$ cat src/rtl/mem_model_pkg.sv
// rtl/mem_model_pkg.sv - shared types, constants and helpers for the memory responder model
//
// Purpose: common definitions used by mem_resp_model and mem_model_fifo.
//   DELAY_W      width of the free delay inputs and of every countdown
//   GNT_MAX_DEF  default ceiling on request-to-grant delay
//   RV_MAX_DEF   default ceiling on grant-to-rvalid delay
//   MEM_IDX_W    width of the stored word index (backing stores up to 2**MEM_IDX_W words)
//   gnt_state_e  grant FSM states
//   entry_t      one outstanding request: write flag, word index, cycles left to respond
//   clamp()      saturate a delay value into [lo, hi]

package mem_model_pkg;

    localparam int DELAY_W     = 3;
    localparam int GNT_MAX_DEF = 5;
    localparam int RV_MAX_DEF  = 5;
    localparam int MEM_IDX_W   = 16;

    typedef enum logic {
        ST_IDLE = 1'b0,
        ST_WAIT = 1'b1
    } gnt_state_e;

    typedef struct packed {
        logic                 we;
        logic [MEM_IDX_W-1:0] idx;
        logic [DELAY_W-1:0]   rv_cnt;
    } entry_t;

    function automatic logic [DELAY_W-1:0] clamp(
        input logic [DELAY_W-1:0] val,
        input logic [DELAY_W-1:0] lo,
        input logic [DELAY_W-1:0] hi
    );
        logic [DELAY_W-1:0] res;
        res = val;
        if (res < lo) res = lo;
        if (res > hi) res = hi;
        return res;
    endfunction

endpackage

$ cat src/rtl/mem_model_fifo.sv
// rtl/mem_model_fifo.sv - in-order outstanding-request queue with per-entry response countdown
//
// Purpose: holds granted requests until their response cycle. Every stored entry
// counts its rv_cnt down to 0 and holds there; only the head may respond, so
// responses stay in order and at most one leaves per cycle.
// Ports:
//   clk_i, rst_i        clock, synchronous active-high reset (empties the queue)
//   push_i              store push_entry_i at the tail this cycle
//   push_entry_i        entry to store; rv_cnt = cycles left after the push cycle
//   pop_i               remove the head this cycle
//   push_ready_o        a push is accepted (not full, or full with a pop this cycle)
//   head_valid_o        head present and its countdown has expired
//   head_entry_o        current head entry
//   count_o             registered number of stored entries

module mem_model_fifo
    import mem_model_pkg::*;
#(
    parameter int DEPTH = 4
) (
    input  logic                       clk_i,
    input  logic                       rst_i,
    input  logic                       push_i,
    input  entry_t                     push_entry_i,
    input  logic                       pop_i,
    output logic                       push_ready_o,
    output logic                       head_valid_o,
    output entry_t                     head_entry_o,
    output logic [$clog2(DEPTH+1)-1:0] count_o
);

    localparam int PW = $clog2(DEPTH);
    localparam int CW = $clog2(DEPTH+1);

    entry_t          entries_q [DEPTH];
    entry_t          entries_d [DEPTH];
    logic [PW-1:0]   head_q, head_d;
    logic [PW-1:0]   tail_q, tail_d;
    logic [CW-1:0]   count_q, count_d;

    // A full queue still accepts a push when the head leaves in the same cycle:
    // the freed slot is the one the tail points at.
    assign push_ready_o = (count_q != CW'(DEPTH)) || pop_i;
    assign head_valid_o = (count_q != '0) && (entries_q[head_q].rv_cnt == '0);
    assign head_entry_o = entries_q[head_q];
    assign count_o      = count_q;

    always_comb begin
        for (int i = 0; i < DEPTH; i++) begin
            entries_d[i] = entries_q[i];
            // Free-running countdown on every slot; empty slots are never read
            // as valid, so decrementing them is harmless.
            if (entries_q[i].rv_cnt != '0) begin
                entries_d[i].rv_cnt = entries_q[i].rv_cnt - DELAY_W'(1);
            end
        end
        if (push_i) begin
            entries_d[tail_q] = push_entry_i;
        end

        head_d  = pop_i  ? head_q + PW'(1) : head_q;
        tail_d  = push_i ? tail_q + PW'(1) : tail_q;

        count_d = count_q;
        case ({push_i, pop_i})
            2'b10:   count_d = count_q + CW'(1);
            2'b01:   count_d = count_q - CW'(1);
            default: count_d = count_q;
        endcase
    end

    always_ff @(posedge clk_i) begin
        if (rst_i) begin
            head_q  <= '0;
            tail_q  <= '0;
            count_q <= '0;
        end else begin
            head_q  <= head_d;
            tail_q  <= tail_d;
            count_q <= count_d;
        end
    end

    // Entry payload carries no reset: slots outside [head, head+count) are don't-care.
    always_ff @(posedge clk_i) begin
        for (int i = 0; i < DEPTH; i++) begin
            entries_q[i] <= entries_d[i];
        end
    end

endmodule

$ cat config.mk
export PLATFORM = sky130hd
export DESIGN_NAME = mem_model_fifo
export DESIGN_NICKNAME = d
export VERILOG_FILES = /design/src/rtl/mem_model_pkg.sv /design/src/rtl/mem_model_fifo.sv
export SDC_FILE = /design/constraint.sdc
export NUM_CORES = 1
export LEC_CHECK = 0
export ABC_AREA = 1
export ABC_CLOCK_PERIOD_IN_PS = 1500
export CAP_MARGIN = 0
export CORE_ASPECT_RATIO = 0.9
export CORE_UTILIZATION = 40
export CTS_CLUSTER_DIAMETER = 150
export DETAILED_ROUTE_END_ITERATION = 8
export PLACE_DENSITY = 0.61
export SYNTH_ARGS = -nofsm -noshare
export SYNTH_HDL_FRONTEND = slang
export SYNTH_SLANG_ARGS = --single-unit
$ cat constraint.sdc
create_clock -name clk_i -period 1.5 [get_ports clk_i]
set_input_delay 0.3 -clock clk_i [delete_from_list [all_inputs] [get_ports clk_i]]
set_output_delay 0.3 -clock clk_i [all_outputs]
set_load 0.01 [all_outputs]
; ---- After elaboration in Yosys (flattened, before gate mapping)
; Memories as Yosys holds them, arrays and structs flattened. A register that Yosys moved wholly into a read port is not among the register bits.
; Cells that the tools add are included.
[word_totals]
ramBits = 80
input_bits = 24
n_memories = 1
reg_bits = 7
out_inout_bits = 25
[mem_list]
columns = name, words, width, rd, rd_ports_with_merged_regs, write_ports, line
row1 = entries_q, 4, 20, 5, 1, 4, mem_model_fifo.sv:35  ; entry_t entries_q [DEPTH];
[classes]
reduce_logical = 10
mux = 11
n_bitwise = 1
order_cmp = 2
add_sub_neg = 8
n_eq_ne = 3
[ops]
columns = cell, count
row1 = $bwmux 80, 1
row2 = $mux 80, 1
row3 = $demux 20 s2, 1
row4 = $mux 20, 1
row5 = $reduce_bool 3->1, 5
row6 = $sub 3x1->3 const B, 5
row7 = $mux 3, 4
row8 = $pmux 3 s2, 1
row9 = $add 2x1->2 const B, 2
row10 = $mux 2, 2
row11 = $add 3x1->3 const B, 1
row12 = $ge 3x3->1 const B, 1
row13 = $logic_not 3->1, 1
row14 = $lt 3x1->1 const B, 1
row15 = $ne 3x3->1 const B, 1
row16 = $not 2->3, 1
row17 = $eq 2x1->1 const B, 1
row18 = $eq 2x2->1 const B, 1
row19 = $logic_and 1x1->1, 2
row20 = $reduce_bool 2->1, 1
row21 = $logic_or 1x1->1, 1

; ---- Logic depth before layout (Yosys ltp)
[logic_depth]
word_depth = 7
mapped_depth = 10

; ---- Worst setup path after synthesis
; No wires, ideal clock.
[synth_path]
path_kind = flip-flop to flip-flop
from = register tail_q[0]
to = register with a tool-made name
path_buffers = 0
period_less_slack_ns = 1.390
stages_incl_launch_ff = 5
t_required_ns = 1.126
path_slack_ns = 0.110
arrival_ns = 1.016
cell_sequence = dfxtp_1 > inv_1 > ha_1 > nand2_1 > inv_1
[synth_lines]
columns = element, line
row1 = start: declaration, mem_model_fifo.sv:38  ; logic [PW-1:0] tail_q, tail_d;
row2 = start signal: assignment, mem_model_fifo.sv:79  ; tail_q <= tail_d;

==> impl_metrics.tcl <==
set metrics [dict create \
    initial_utilization 0.421 \
    synth.area.top_cells "edfxtp_1 55%, dfxtp_1 11%, ha_1 5.8%" \
    grt_setup_unrepaired "yes" \
    die_area_um2 9620 \
    drt_first_pass_iters 4 \
    p_clk_frac 0.252 \
    core_area_um2 8770 \
    yosysWarnings 0 \
    post-dp-hpwl_um 4970 \
    h-tree-depth 3 \
    power-per-cell-area_nw_per_um2 1270 \
    root_buffer "clkbuf_8" \
    drv_cap 0 \
    startpoint_type "flop" \
    clockBufferDepth 2 \
    cp-end-kind "primary output" \
    fin_crit_sh 1.17 \
    fin_hold_ws_ns 0.356 \
    violations "setup timing" \
    numCtsBuffers 9 \
    synth.distinct_cells 17 \
    seq_power_share 0.470 \
    clock_latency_ns 0.36 \
    vias_per_cell 4.78 \
    skew_ns 0.00935 \
    synthesis.area_um2 3690 \
    worst-slew-pin-transition_ns 0.215 \
    yosysTopAreaCell "edfxtp_1" \
    status "complete, but fails checks" \
    setup_ws_ns -0.259 \
    wl_per_cell_um 14.0 \
    syn_avg_cell_area_um2 11.2 \
    fp-row-count 32 \
    die_w_um 103 \
    synth_seq_area_share 0.667 \
    drt_wl_total_um 7760 \
    hold_viol 0 \
    combPwrFrac 0.279 \
    drive_above_1_share 0.309 \
    die_h_um 93.1 \
    hp-class "in2reg" \
    antenna_cells 0 \
    final_cell_area_um2 5090 \
    final_nets 472 \
    finish.utilization 0.580 \
    arrival_ns 1.46 \
    drv_slew 0 \
    grt_usage 0.169 \
    path_clk_slew_ns 0.08 \
    ys_seq_elements 89 \
    peakVddDrop_mv 0.568 \
    antenna_left 0 \
    grt_max_degree 22 \
    gp_congestion 0.724 \
    finalCriticalPeriod_ns 1.76 \
    p_switching_mw 1.87 \
    intPower_mw 4.57 \
    hold_buffers 0 \
    grt.overflow.total 0 \
    max_slew_margin 0.855 \
    grt_pass1_vias 2467 \
    syn_nets 371 \
    required_ns 1.20 \
    p_leak_nw 2.06 \
    synth_cells 329 \
    drc 0 \
    area_growth_pct 37.7 \
    port-buffer-count 48 \
    fmax_ghz 0.569 \
    critPathMaxFanout 6 \
    grt_pass1_wl_um 12000 \
    antenna_found_initial 0 \
    p_sw_frac 0.291 \
    num_vias 2644 \
    cts_tree "built" \
    ioPinCount 49 \
    cts_sinks 89 \
    setup_violations 21 \
    drt_iter0_markers 76 \
    worstSetupPathType "reg2out" \
    yosys.area.top_type_share 0.553 \
    post_dp_cell_area_um2 4660 \
]
area by class of cell:
type / count / area [um2]
fill: 743 / 3680
multi-input combinational: 191 / 1200
sequential: 89 / 2470
tap: 119 / 149
clock buffer: 9 / 124
clock inverter: 6 / 68.8
inverter: 37 / 146
timing repair buffer: 102 / 928
synthesized netlist by cell type:
cell type,number
o22ai_1,17
edfxtp_1,68
fa_1,1
inv_2,1
xor2_1,5
ha_1,17
nand3_1,9
nand2_1,38
dfxtp_1,21
o21ai_1,17
nor2_1,43
clkbuf_1,7
buf_4,1
inv_1,36
a21oi_1,10
buf_2,4
o21ai_0,34
metal layers:
metal,share of wire,vias to the layer above,GRT usage
li1,-,1330,-
met1,0.48,1261,0.222
met3,0.039,7,0.0478
met5,0,-,0
met2,0.48,46,0.278
met4,0.0071,0,0.0387
power groups by stage:
stage / Clock (mW) / Sequential [mW] / Combinational (mW)
global route: 1.76 / 3.05 / 2.02
finish: 1.62 / 3.02 / 1.79
CTS: 1.67 / 3.01 / 1.74
global placement: 0 / 3.06 / 1.70
detailed placement: 0 / 3.06 / 1.75
floorplan: 0 / 3.08 / 0.871
through the flow:
step	TNS [ns]	cells	power [mW]	setup WS [ns]
floorplan	0	329	3.95	0.110
global placement	-11.31	529	4.76	-0.362
CTS	-4.13	552	6.42	-0.274
detailed placement	-12.91	529	4.81	-0.425
finish	-3.73	553	6.44	-0.259
global route	-5.42	553	6.82	-0.326
cell families after synthesis:
group | after synthesis | share of synthesized area
compound gates | 78 | 0.111
fa+ha+maj | 18 | 0.0630
xor+xnor | 5 | 0.0119
simple gates | 90 | 0.0945
flops | 89 | 0.667
buf+inv | 49 | 0.0522
worst paths after layout:
check / from / end / slack, ns / cells past startpoint
hold reg to reg: head_q[0] / flop / 0.48 / 1
hold / removal: push_i / tail_q[0] / 0.36 / 4
setup reg to reg: count_o[0] / count_o[2] / 0.16 / 7
setup / recovery: flop / head_entry_o[19] / -0.26 / 6
timing repair:
action	in CTS	in global routing
gates resized for setup	140	38
endpoints found under the setup margin	26	23
pin swaps	18	13
gates cloned	1	0
setup buffers	7	1
worst max-delay path, cell delays in order (launching register included):
cell and delay, ns:
dfxtp_4 0.44, buf_8 0.15, buf_6 0.12, buf_6 0.10, nor2_4 0.03, o22ai_2 0.11
buf_2 0.16
cell usage in the layout, fill, tap and decap left out, types with 9 or more instances in the layout:
master / Yosys / layout
o21ai_2: 0 / 12
buf_2: 4 / 21
o21ai_1: 17 / 13
clkdlybuf4s50_1: 0 / 21
clkbuf_8: 0 / 9
o22ai_1: 17 / 11
nor2_1: 43 / 37
ha_1: 17 / 17
nand2_1: 38 / 33
buf_6: 0 / 9
edfxtp_1: 68 / 68
buf_4: 1 / 35
dfxtp_1: 21 / 18
a21oi_1: 10 / 10
inv_1: 36 / 32
o21ai_0: 34 / 25
No activity file was read; power rests on OpenSTA's default activity.
